==> src/rtl/tetris_link_receiver.sv <==
// Receive side of the two-player link: deserialises the four-lane opponent state
// frame and the single-lane handshake frame, then drives pulses, flags and latched state.
`timescale 1ns/1ps
module tetris_link_receiver #(
   parameter int GBG_BITS          = 4,
   parameter int TILE_BITS         = 4,
   parameter int NEXT_PIECES_COUNT = 6,
   parameter int PLAYFIELD_ROWS    = 20,
   parameter int PLAYFIELD_COLS    = 10
) (
   input  logic                                                      clk,
   input  logic                                                      rst,
   input  logic                                                      game_active,
   input  logic                                                      serial_in_h,
   input  logic                                                      serial_in_0,
   input  logic                                                      serial_in_1,
   input  logic                                                      serial_in_2,
   input  logic                                                      serial_in_3,
   output logic                                                      send_ready_ACK,
   output logic                                                      ack_seqNum_out,
   output logic                                                      ack_received,
   output logic                                                      ack_seqNum,
   output logic                                                      update_opponent_data,
   output logic [GBG_BITS-1:0]                                       opponent_garbage,
   output logic [TILE_BITS-1:0]                                      opponent_hold,
   output logic [NEXT_PIECES_COUNT-1:0][TILE_BITS-1:0]               opponent_piece_queue,
   output logic [PLAYFIELD_ROWS-1:0][PLAYFIELD_COLS-1:0][TILE_BITS-1:0] opponent_playfield,
   output logic                                                      opponent_ready,
   output logic                                                      opponent_lost,
   output logic                                                      receive_done,
   output logic                                                      receive_done_h,
   output logic [3:0]                                                packets_received_cnt,
   output logic [3:0]                                                acks_received_cnt
);

   localparam int PKT_BITS   = 1 + GBG_BITS + TILE_BITS * (1 + NEXT_PIECES_COUNT + PLAYFIELD_ROWS * PLAYFIELD_COLS);
   localparam int LANE_BITS  = (PKT_BITS + 3) / 4;
   localparam int FRAME_BITS = 4 * LANE_BITS;
   localparam int CNT_W      = $clog2(LANE_BITS + 1);
   localparam int HOLD_MSB   = PKT_BITS - 2 - GBG_BITS;
   localparam int QUEUE_MSB  = HOLD_MSB - TILE_BITS;
   localparam int FIELD_MSB  = QUEUE_MSB - NEXT_PIECES_COUNT * TILE_BITS;

   localparam logic [1:0] PID_ACK   = 2'b00;
   localparam logic [1:0] PID_READY = 2'b01;
   localparam logic [1:0] PID_LOST  = 2'b10;

   typedef enum logic [1:0] {D_IDLE, D_SHIFT, D_PARITY} d_state_t;
   typedef enum logic       {H_IDLE, H_SHIFT}           h_state_t;

   // Even parity: payload plus parity bit must carry an even number of ones.
   function automatic logic parity_ok(input logic [LANE_BITS-1:0] payload, input logic par_bit);
      return ~(^{payload, par_bit});
   endfunction

   d_state_t                         d_state, d_state_nxt;
   logic [CNT_W-1:0]                 d_cnt, d_cnt_nxt;
   logic                             start_ok, start_ok_nxt;
   logic [3:0]                       lanes;
   logic [3:0][LANE_BITS-1:0]        lane_sr;
   logic [PKT_BITS-1:0]              payload;
   logic                             frame_ok;
   logic                             d_done;
   logic                             d_accept;
   logic                             d_new;

   logic                             pkt_seq;
   logic [GBG_BITS-1:0]              pkt_gbg;
   logic [TILE_BITS-1:0]             pkt_hold;
   logic [NEXT_PIECES_COUNT-1:0][TILE_BITS-1:0]                    pkt_queue;
   logic [PLAYFIELD_ROWS-1:0][PLAYFIELD_COLS-1:0][TILE_BITS-1:0]   pkt_field;
   logic                             last_seq;

   h_state_t                         h_state, h_state_nxt;
   logic [2:0]                       h_cnt, h_cnt_nxt;
   logic [4:0]                       h_sr;
   logic [5:0]                       h_word;
   logic                             h_valid;
   logic [1:0]                       h_pid;

   assign lanes = {serial_in_3, serial_in_2, serial_in_1, serial_in_0};

   // Data frame sequencing: start bit, LANE_BITS payload bits, parity bit.
   always_comb begin
      d_state_nxt  = d_state;
      d_cnt_nxt    = d_cnt;
      start_ok_nxt = start_ok;
      case (d_state)
         D_IDLE: begin
            if (serial_in_0) begin
               d_state_nxt  = D_SHIFT;
               d_cnt_nxt    = '0;
               start_ok_nxt = &lanes;
            end
         end
         D_SHIFT: begin
            d_cnt_nxt = d_cnt + 1'b1;
            if (d_cnt == CNT_W'(LANE_BITS - 1)) d_state_nxt = D_PARITY;
         end
         D_PARITY: d_state_nxt = D_IDLE;
         default:  d_state_nxt = D_IDLE;
      endcase
   end

   always_ff @(posedge clk or posedge rst) begin
      if (rst) begin
         d_state  <= D_IDLE;
         d_cnt    <= '0;
         start_ok <= 1'b0;
      end else begin
         d_state  <= d_state_nxt;
         d_cnt    <= d_cnt_nxt;
         start_ok <= start_ok_nxt;
      end
   end

   always_ff @(posedge clk) begin
      if (d_state == D_SHIFT)
         for (int i = 0; i < 4; i++) lane_sr[i] <= {lane_sr[i][LANE_BITS-2:0], lanes[i]};
   end

   // Lane 0 carries the most significant slice; the LSB zero padding is dropped.
   assign payload = PKT_BITS'({lane_sr[0], lane_sr[1], lane_sr[2], lane_sr[3]} >> (FRAME_BITS - PKT_BITS));

   always_comb begin
      frame_ok = start_ok;
      for (int i = 0; i < 4; i++) frame_ok = frame_ok & parity_ok(lane_sr[i], lanes[i]);
   end

   assign pkt_seq  = payload[PKT_BITS-1];
   assign pkt_gbg  = payload[PKT_BITS-2 -: GBG_BITS];
   assign pkt_hold = payload[HOLD_MSB -: TILE_BITS];

   always_comb begin
      pkt_queue = '0;
      pkt_field = '0;
      for (int k = 0; k < NEXT_PIECES_COUNT; k++)
         pkt_queue[k] = payload[QUEUE_MSB - k * TILE_BITS -: TILE_BITS];
      for (int r = 0; r < PLAYFIELD_ROWS; r++)
         for (int c = 0; c < PLAYFIELD_COLS; c++)
            pkt_field[r][c] = payload[FIELD_MSB - (r * PLAYFIELD_COLS + c) * TILE_BITS -: TILE_BITS];
   end

   assign d_done   = (d_state == D_PARITY) && frame_ok;
   assign d_accept = d_done && game_active;
   assign d_new    = d_accept && (pkt_seq != last_seq);

   // Handshake frame: start bit then {seq, seq_n, pid[1:0], pid_n[1:0]}.
   always_comb begin
      h_state_nxt = h_state;
      h_cnt_nxt   = h_cnt;
      case (h_state)
         H_IDLE: begin
            if (serial_in_h) begin
               h_state_nxt = H_SHIFT;
               h_cnt_nxt   = '0;
            end
         end
         H_SHIFT: begin
            h_cnt_nxt = h_cnt + 1'b1;
            if (h_cnt == 3'd5) h_state_nxt = H_IDLE;
         end
         default: h_state_nxt = H_IDLE;
      endcase
   end

   always_ff @(posedge clk or posedge rst) begin
      if (rst) begin
         h_state <= H_IDLE;
         h_cnt   <= '0;
      end else begin
         h_state <= h_state_nxt;
         h_cnt   <= h_cnt_nxt;
      end
   end

   always_ff @(posedge clk) begin
      if (h_state == H_SHIFT) h_sr <= {h_sr[3:0], serial_in_h};
   end

   assign h_word  = {h_sr, serial_in_h};
   assign h_pid   = h_word[3:2];
   assign h_valid = (h_state == H_SHIFT) && (h_cnt == 3'd5) &&
                    (h_word[4] == ~h_word[5]) && (h_word[1:0] == ~h_word[3:2]);

   // Registered outputs: one-cycle pulses, counters, sticky flags and latched opponent state.
   always_ff @(posedge clk or posedge rst) begin
      if (rst) begin
         send_ready_ACK       <= 1'b0;
         ack_seqNum_out       <= 1'b0;
         ack_received         <= 1'b0;
         ack_seqNum           <= 1'b0;
         update_opponent_data <= 1'b0;
         opponent_garbage     <= '0;
         opponent_hold        <= '0;
         opponent_piece_queue <= '0;
         opponent_playfield   <= '0;
         opponent_ready       <= 1'b0;
         opponent_lost        <= 1'b0;
         receive_done         <= 1'b0;
         receive_done_h       <= 1'b0;
         packets_received_cnt <= '0;
         acks_received_cnt    <= '0;
         last_seq             <= 1'b1;
      end else begin
         receive_done         <= d_done;
         update_opponent_data <= d_new;
         receive_done_h       <= h_valid;
         ack_received         <= h_valid && (h_pid == PID_ACK);
         send_ready_ACK       <= d_accept || (h_valid && (h_pid == PID_READY));

         if (d_accept)
            ack_seqNum_out <= pkt_seq;
         else if (h_valid && (h_pid == PID_READY))
            ack_seqNum_out <= h_word[5];

         if (d_done) packets_received_cnt <= packets_received_cnt + 4'd1;

         if (d_new) begin
            opponent_garbage     <= pkt_gbg;
            opponent_hold        <= pkt_hold;
            opponent_piece_queue <= pkt_queue;
            opponent_playfield   <= pkt_field;
            last_seq             <= pkt_seq;
         end

         if (h_valid) begin
            case (h_pid)
               PID_ACK: begin
                  ack_seqNum        <= h_word[5];
                  acks_received_cnt <= acks_received_cnt + 4'd1;
               end
               PID_READY: opponent_ready <= 1'b1;
               PID_LOST:  opponent_lost  <= 1'b1;
               default: ;
            endcase
         end
      end
   end

endmodule

==> config.mk <==
export PLATFORM = sky130hd
export DESIGN_NAME = tetris_link_receiver
export DESIGN_NICKNAME = d
export VERILOG_FILES = /design/src/rtl/tetris_link_receiver.sv
export SDC_FILE = /design/constraint.sdc
export NUM_CORES = 2
export LEC_CHECK = 0
export CAP_MARGIN = 25
export CORE_UTILIZATION = 59
export DETAILED_ROUTE_END_ITERATION = 12
export PLACE_DENSITY = 0.95
export SETUP_SLACK_MARGIN = 0.5
export SLEW_MARGIN = 20
export SYNTH_ARGS = -nofsm -noshare
export SYNTH_HDL_FRONTEND = slang
export SYNTH_SLANG_ARGS = --single-unit
==> constraint.sdc <==
create_clock -name clk -period 63.5 [get_ports clk]
set_clock_uncertainty 0.2 [all_clocks]
set_input_delay 19.05 -clock clk [delete_from_list [all_inputs] [get_ports clk]]
set_output_delay 19.05 -clock clk [all_outputs]
set_load 0.01 [all_outputs]
; ---- Word level (Yosys, flattened, before mapping)
; Cells that the tools add are included.
[word_totals]
ff_bits = 1706
inputBits = 8
output_inout_bits = 849
[classes]
addsub = 4
n_eq_ne = 12
mux = 12
bitwise = 11
n_reduce_logical = 24
[ops]
columns = op, count
row1 = $reduce_xor A210 Y1, 4
row2 = $pmux W8 S2, 1
row3 = $reduce_and A2 Y1, 6
row4 = $add A4 B1 Y4 const B, 2
row5 = $add A8 B1 Y8 const B, 1
row6 = $eq A8 B8 Y1 const B, 1
row7 = $logic_and A1 B1 Y1, 8
row8 = $mux W8, 1
row9 = $ne A2 B2 Y1 const B, 3
row10 = $not A1 Y1, 6
row11 = $pmux W3 S2, 1
row12 = $and A1 B1 Y1, 4
row13 = $eq A2 B1 Y1 const B, 2
row14 = $eq A2 B2 Y1 const B, 2
row15 = $logic_not A2 Y1, 2
row16 = $mux W1, 4
row17 = $mux W2, 2
row18 = $pmux W2 S2, 1
row19 = $reduce_and A4 Y1, 1
row20 = $reduce_bool A2 Y1, 2
row21 = $add A3 B1 Y3 const B, 1
row22 = $eq A3 B3 Y1 const B, 1
row23 = $mux W3, 1
row24 = $eq A2 B2 Y1, 1
row25 = 5 further kinds, 5

; ---- Depth between registers and ports, before layout
[logic_depth]
depth_word = 9
depth_mapped = 14
ltp_nobuf = 10

; ---- Worst setup path before layout
; OpenSTA, ideal clock, no wires.
[synth_timing]
kind = input to register
startpoint = input serial_in_2
endpoint = register opponent_playfield[100] (netlist name)
setup_time_ps = 125
t_arrival_ps = 21813
path_slack_ps = 41362
path_stages = 14
cell_sequence = xor2_1 xnor2_1 xnor2_1 xnor2_1 xnor3_1 xnor3_1 xnor3_1 nand4_2 or3_1 clkbuf_1 buf_6 buf_6 buf_6 mux2_4
[synth_via]
elab_chain_len = 7
[synth_lines]
columns = item, line_no
row1 = start: declaration, 17  ; input logic serial_in_2,
row2 = $reduce_xor A210 Y1, 53  ; return ~(^{payload, par_bit});
row3 = $not A1 Y1, 53
row4 = $and A1 B1 Y1 (2 in a row), 127  ; for (int i = 0; i < 4; i++) frame_ok = frame_ok & parity_ok(lane_sr[i], lanes[i]);
row5 = $logic_and A1 B1 Y1, 144  ; assign d_done = (d_state == D_PARITY) && frame_ok;
row6 = $logic_and A1 B1 Y1, 145  ; assign d_accept = d_done && game_active;
row7 = $logic_and A1 B1 Y1, 146  ; assign d_new = d_accept && (pkt_seq != last_seq);
row8 = end signal: assignment, 223  ; opponent_playfield <= pkt_field;
row9 = end: declaration, 27  ; output logic [PLAYFIELD_ROWS-1:0][PLAYFIELD_COLS-1:0][TILE_BITS-1:0] opponent_playfield,
; No other way between the ends.
; A chain may end at the register's enable or synchronous reset.

; ---- Worst setup path in the final report
[layout_timing]
startpoint = input serial_in_2
endpoint = register opponent_playfield[567] (netlist name)
; The elaborated chain is that of the path after synthesis.

==> flow_summary.toml <==
[drt]
initial_drc_count = 3119
drt.antenna.violating_nets = 0
wirelength_microns = 186000
avgViaCountPerCell = 5.84
detailedRoute.firstPassIterationCount = 5
total_number_of_vias = 35900
detail_route.drc_violations = 0
mean_routed_wirelength_per_cell_microns = 30.2

[yosys]
synthDominantAreaCellType = "sky130_fd_sc_hd__edfxtp_1"
ys_warn_count = 0
syn_avg_cell_area_sq_um = 18.7
ys_top_cells_by_area = "sky130_fd_sc_hd__edfxtp_1 (38%), sky130_fd_sc_hd__dfrtp_1 (33%), sky130_fd_sc_hd__xnor2_1 (9.6%), sky130_fd_sc_hd__mux2_4 (8.3%), sky130_fd_sc_hd__mux2_2 (8.0%)"
netlist_instances = 3557
synth_area_sq_um = 66400
syn-num-nets = 3571
synth.lib_cells_used.distinct = 35
yosysSeqAreaShare_pct = 70.6
synth_top_cell_area_share_pct = 38.0
synth_seq_cells = 1706

[placement]
dp_slack_ns = 37.77
place_hpwl_microns = 117000
placed_cells = 5837
portBuffers = 856
finalWeightedCongestion = 0.858

[floorplanning]
rows = 122
floorplan.die.height_microns = 337
core-area_sq_um = 111000
dieWidth_microns = 337
num_io_pins = 857
die_footprint_sq_um = 114000
floorplan.initialDensity_pct = 59.8

[timing]
worst_slack_ns = 38.50
slew-limit-headroom_pct = 23.9
worst_slew_pin_slew_ns = 1.14
final-hold-violation-count = 0
maxSlewViolCount = 0
post-route-min-period_ns = 25.00
report.final.setup_viol = 0
min_period_over_period_pct = 39.4
finalSetupTns_ns = 0
grt_setup_unrepaired = "false"
fmaxAchievable_ghz = 0.0400

[pwr]
pwr_density_cell_nw_per_um2 = 38.1
leakage_nw = 34.1
worst_ir_drop_vdd_mv = 0.0785
total_power_after_layout_mw = 3.12

[critical_path]
type_of_the_setup_path_with_the_least_slack = "input port to flop"
cpMaxStageDelayCell = "sky130_fd_sc_hd__buf_4"
timing.reg2reg.worst_path_depth = 13
timing.critical_path.to_type = "flop"
setup_slack_of_the_worst_register_to_register_path_ns = 55.99
element_type_at_the_critical_path_start = "input port"
crit_chain = "clkdlybuf4s50_1 > xor2_1 > xnor2_1 > xnor2_1 > xnor2_1 > xnor3_1 > xnor3_1 > xnor3_1 > nand4_2 > or3_4 > buf_4 > buf_12 > buf_4 > mux2_2"
cp.arrival_ns = 25.42
crit_path_max_fanout = 134
dominant_delay_contributor_by_cell_family_on_the_critical_path = "buffers and inverters"
critical_path.reg2reg.startpoint = "lane_sr[286]$_DFFE_PP_"
critical_path_required_ns = 63.92
crit-reg2reg-capture = "opponent_playfield[567]$_DFFE_PP0P_"
timing.critical_path.slowest_cell_delay_ns = 0.93
worst-path-buf-inv = 4

[worst_hold_path]
hp-class = "flop to flop"
worstHoldPathCells = 0
min-delay-start = "h_sr[3]$_DFFE_PP_"
timing.hold.worst_endpoint = "h_sr[4]$_DFFE_PP_"

[cells_and_area]
final_net_count = 4536
layout.cells.non_filler = 6155
layout.cells.most_common_list = "sky130_fd_sc_hd__dfrtp_1 (864), sky130_fd_sc_hd__clkdlybuf4s50_1 (856), sky130_fd_sc_hd__edfxtp_1 (841), sky130_fd_sc_hd__xnor2_1 (727), sky130_fd_sc_hd__mux2_2 (470)"
area_delta_synth_final_pct = 23.5
post_route_cells_drive_above_1_share_pct = 24.3
final_util_pct = 73.8
final_common_cell = "sky130_fd_sc_hd__dfrtp_1"

[cts]
clock_tree.htree_level_count = 4
cts-resized-gates = 0
clk_pin_slew_worst_paths_ns = 0.06
number_of_buffers_created_by_cts = 164
post-cts-setup-buffer-count = 0
cts_hold_buf = 0
cts.path.max_buffers = 3
tritoncts = "done"
clk_root_buffer_cell = "sky130_fd_sc_hd__clkbuf_16"
cts.sink_count = 1706
clock_insertion_delay_worst_skew_ns = 0.78

[global_routing]
global_route.overflow_total = 0
grt_max_degree = 181
vias_in_the_first_global_route = 38600
number_of_antenna_violations_at_the_first_check_in_global_routing = 4
grt_util_all_layers_pct = 32.4
wire_length_of_the_first_global_routing_pass_microns = 267000

[job]
cap_viol_max_count = 0

[outcome]
status = "completed"
flip-flops by register name (all words and copies together), names as in the netlist, 2 cells and up:
name / flops
lane_sr: 836
h_sr: 5
d_cnt: 8
opponent_piece_queue: 24
packets_received_cnt: 4
opponent_hold: 4
opponent_garbage: 4
d_state: 2
h_cnt: 3
acks_received_cnt: 4
opponent_playfield: 800
cells in the mapped netlist:
cell / n
sky130_fd_sc_hd__dfrtp_1: 864
sky130_fd_sc_hd__edfxtp_1: 841
sky130_fd_sc_hd__xnor2_1: 727
sky130_fd_sc_hd__mux2_2: 470
sky130_fd_sc_hd__mux2_4: 369
sky130_fd_sc_hd__xor2_1: 99
sky130_fd_sc_hd__buf_2: 46
sky130_fd_sc_hd__buf_6: 42
sky130_fd_sc_hd__nand2_1: 15
sky130_fd_sc_hd__o21ai_0: 10
sky130_fd_sc_hd__xnor3_1: 10
sky130_fd_sc_hd__inv_1: 9
sky130_fd_sc_hd__nand3_1: 9
sky130_fd_sc_hd__nor2_1: 8
sky130_fd_sc_hd__ha_1: 6
sky130_fd_sc_hd__clkbuf_1: 5
sky130_fd_sc_hd__nand2b_1: 5
sky130_fd_sc_hd__nand4_1: 3
sky130_fd_sc_hd__mux2i_1: 2
sky130_fd_sc_hd__nor3_1: 2
sky130_fd_sc_hd__a21oi_1: 1
sky130_fd_sc_hd__a22o_1: 1
sky130_fd_sc_hd__a31o_2: 1
sky130_fd_sc_hd__a31oi_1: 1
sky130_fd_sc_hd__and3_1: 1
sky130_fd_sc_hd__dfstp_2: 1
sky130_fd_sc_hd__nand3b_1: 1
sky130_fd_sc_hd__nand4_2: 1
sky130_fd_sc_hd__nand4b_1: 1
sky130_fd_sc_hd__nor2b_1: 1
sky130_fd_sc_hd__nor3b_1: 1
sky130_fd_sc_hd__nor4_1: 1
sky130_fd_sc_hd__o31ai_1: 1
sky130_fd_sc_hd__or3_1: 1
sky130_fd_sc_hd__xnor2_2: 1
layer usage:
| metal | part of all wire (%) | vias up | global-route usage (%) |
|---|---|---|---|
| li1 | - | 14500 | - |
| met5 | 0.017 | - | 0 |
| met3 | 8.7 | 591 | 9.56 |
| met4 | 6.7 | 4 | 18.6 |
| met2 | 49 | 1903 | 53.2 |
| met1 | 35 | 18900 | 38.0 |
metrics by stage:
stage,hold WS [ns],instance area [sq um]
floorplan,0.245,66400
global placement,0.251,76400
detailed placement,0.262,76400
CTS,0.266,81800
global route,0.278,82000
finish,0.272,82000
worst reg2reg max path: cells and delay by family, from the launching register on:
kind / cells / cell delay (ns)
buf+inv: 3 / 2.74
xor+xnor: 7 / 2.66
simple gates: 2 / 0.78
mux: 1 / 0.52
flops: 1 / 0.49
power by group:
| part | total [mW] | switching [mW] | internal [mW] |
|---|---|---|---|
| clock network | 0.996 | 0.444 | 0.552 |
| logic | 0.767 | 0.386 | 0.380 |
| registers | 1.36 | 0.0902 | 1.27 |
layout make-up:
type	instances	area, sq um
antenna	2	5.00
clock buffer	239	4730
clock inverter	70	699
fill	5706	29100
inverter	9	48.8
multi-input combinational	1749	18700
sequential	1706	46900
tap	1488	1860
timing repair buffer	892	9020
worst max-delay path by stage:
stage	from	cells after the start	to
6_report	serial_in_2	14	opponent_playfield[567]$_DFFE_PP0P_
5_1_grt	serial_in_2	14	opponent_playfield[565]$_DFFE_PP0P_
4_1_cts	serial_in_2	14	opponent_playfield[291]$_DFFE_PP0P_
3_5_place_dp	serial_in_2	14	opponent_playfield[207]$_DFFE_PP0P_
3_3_place_gp	serial_in_2	14	opponent_playfield[203]$_DFFE_PP0P_
2_1_floorplan	rst	1	ack_received$_DFF_PP0_
cell families (layout without fill, tap and decap cells):
| logic type | after synthesis | after routing | share of synthesized area, % |
|---|---|---|---|
| flip-flops | 1706 | 1706 | 70.6 |
| multiplexers | 841 | 841 | 16.3 |
| XOR/XNOR | 837 | 837 | 11.3 |
| buffers and inverters | 102 | 1210 | 1.14 |
| AND/OR/NAND/NOR | 50 | 50 | 0.381 |
| AO/OA/AOI/OAI | 15 | 15 | 0.130 |
| adder cells (fa/ha/maj) | 6 | 6 | 0.113 |
| other | 0 | 2 | 0 |
No activity file was read; power rests on OpenSTA's default activity.
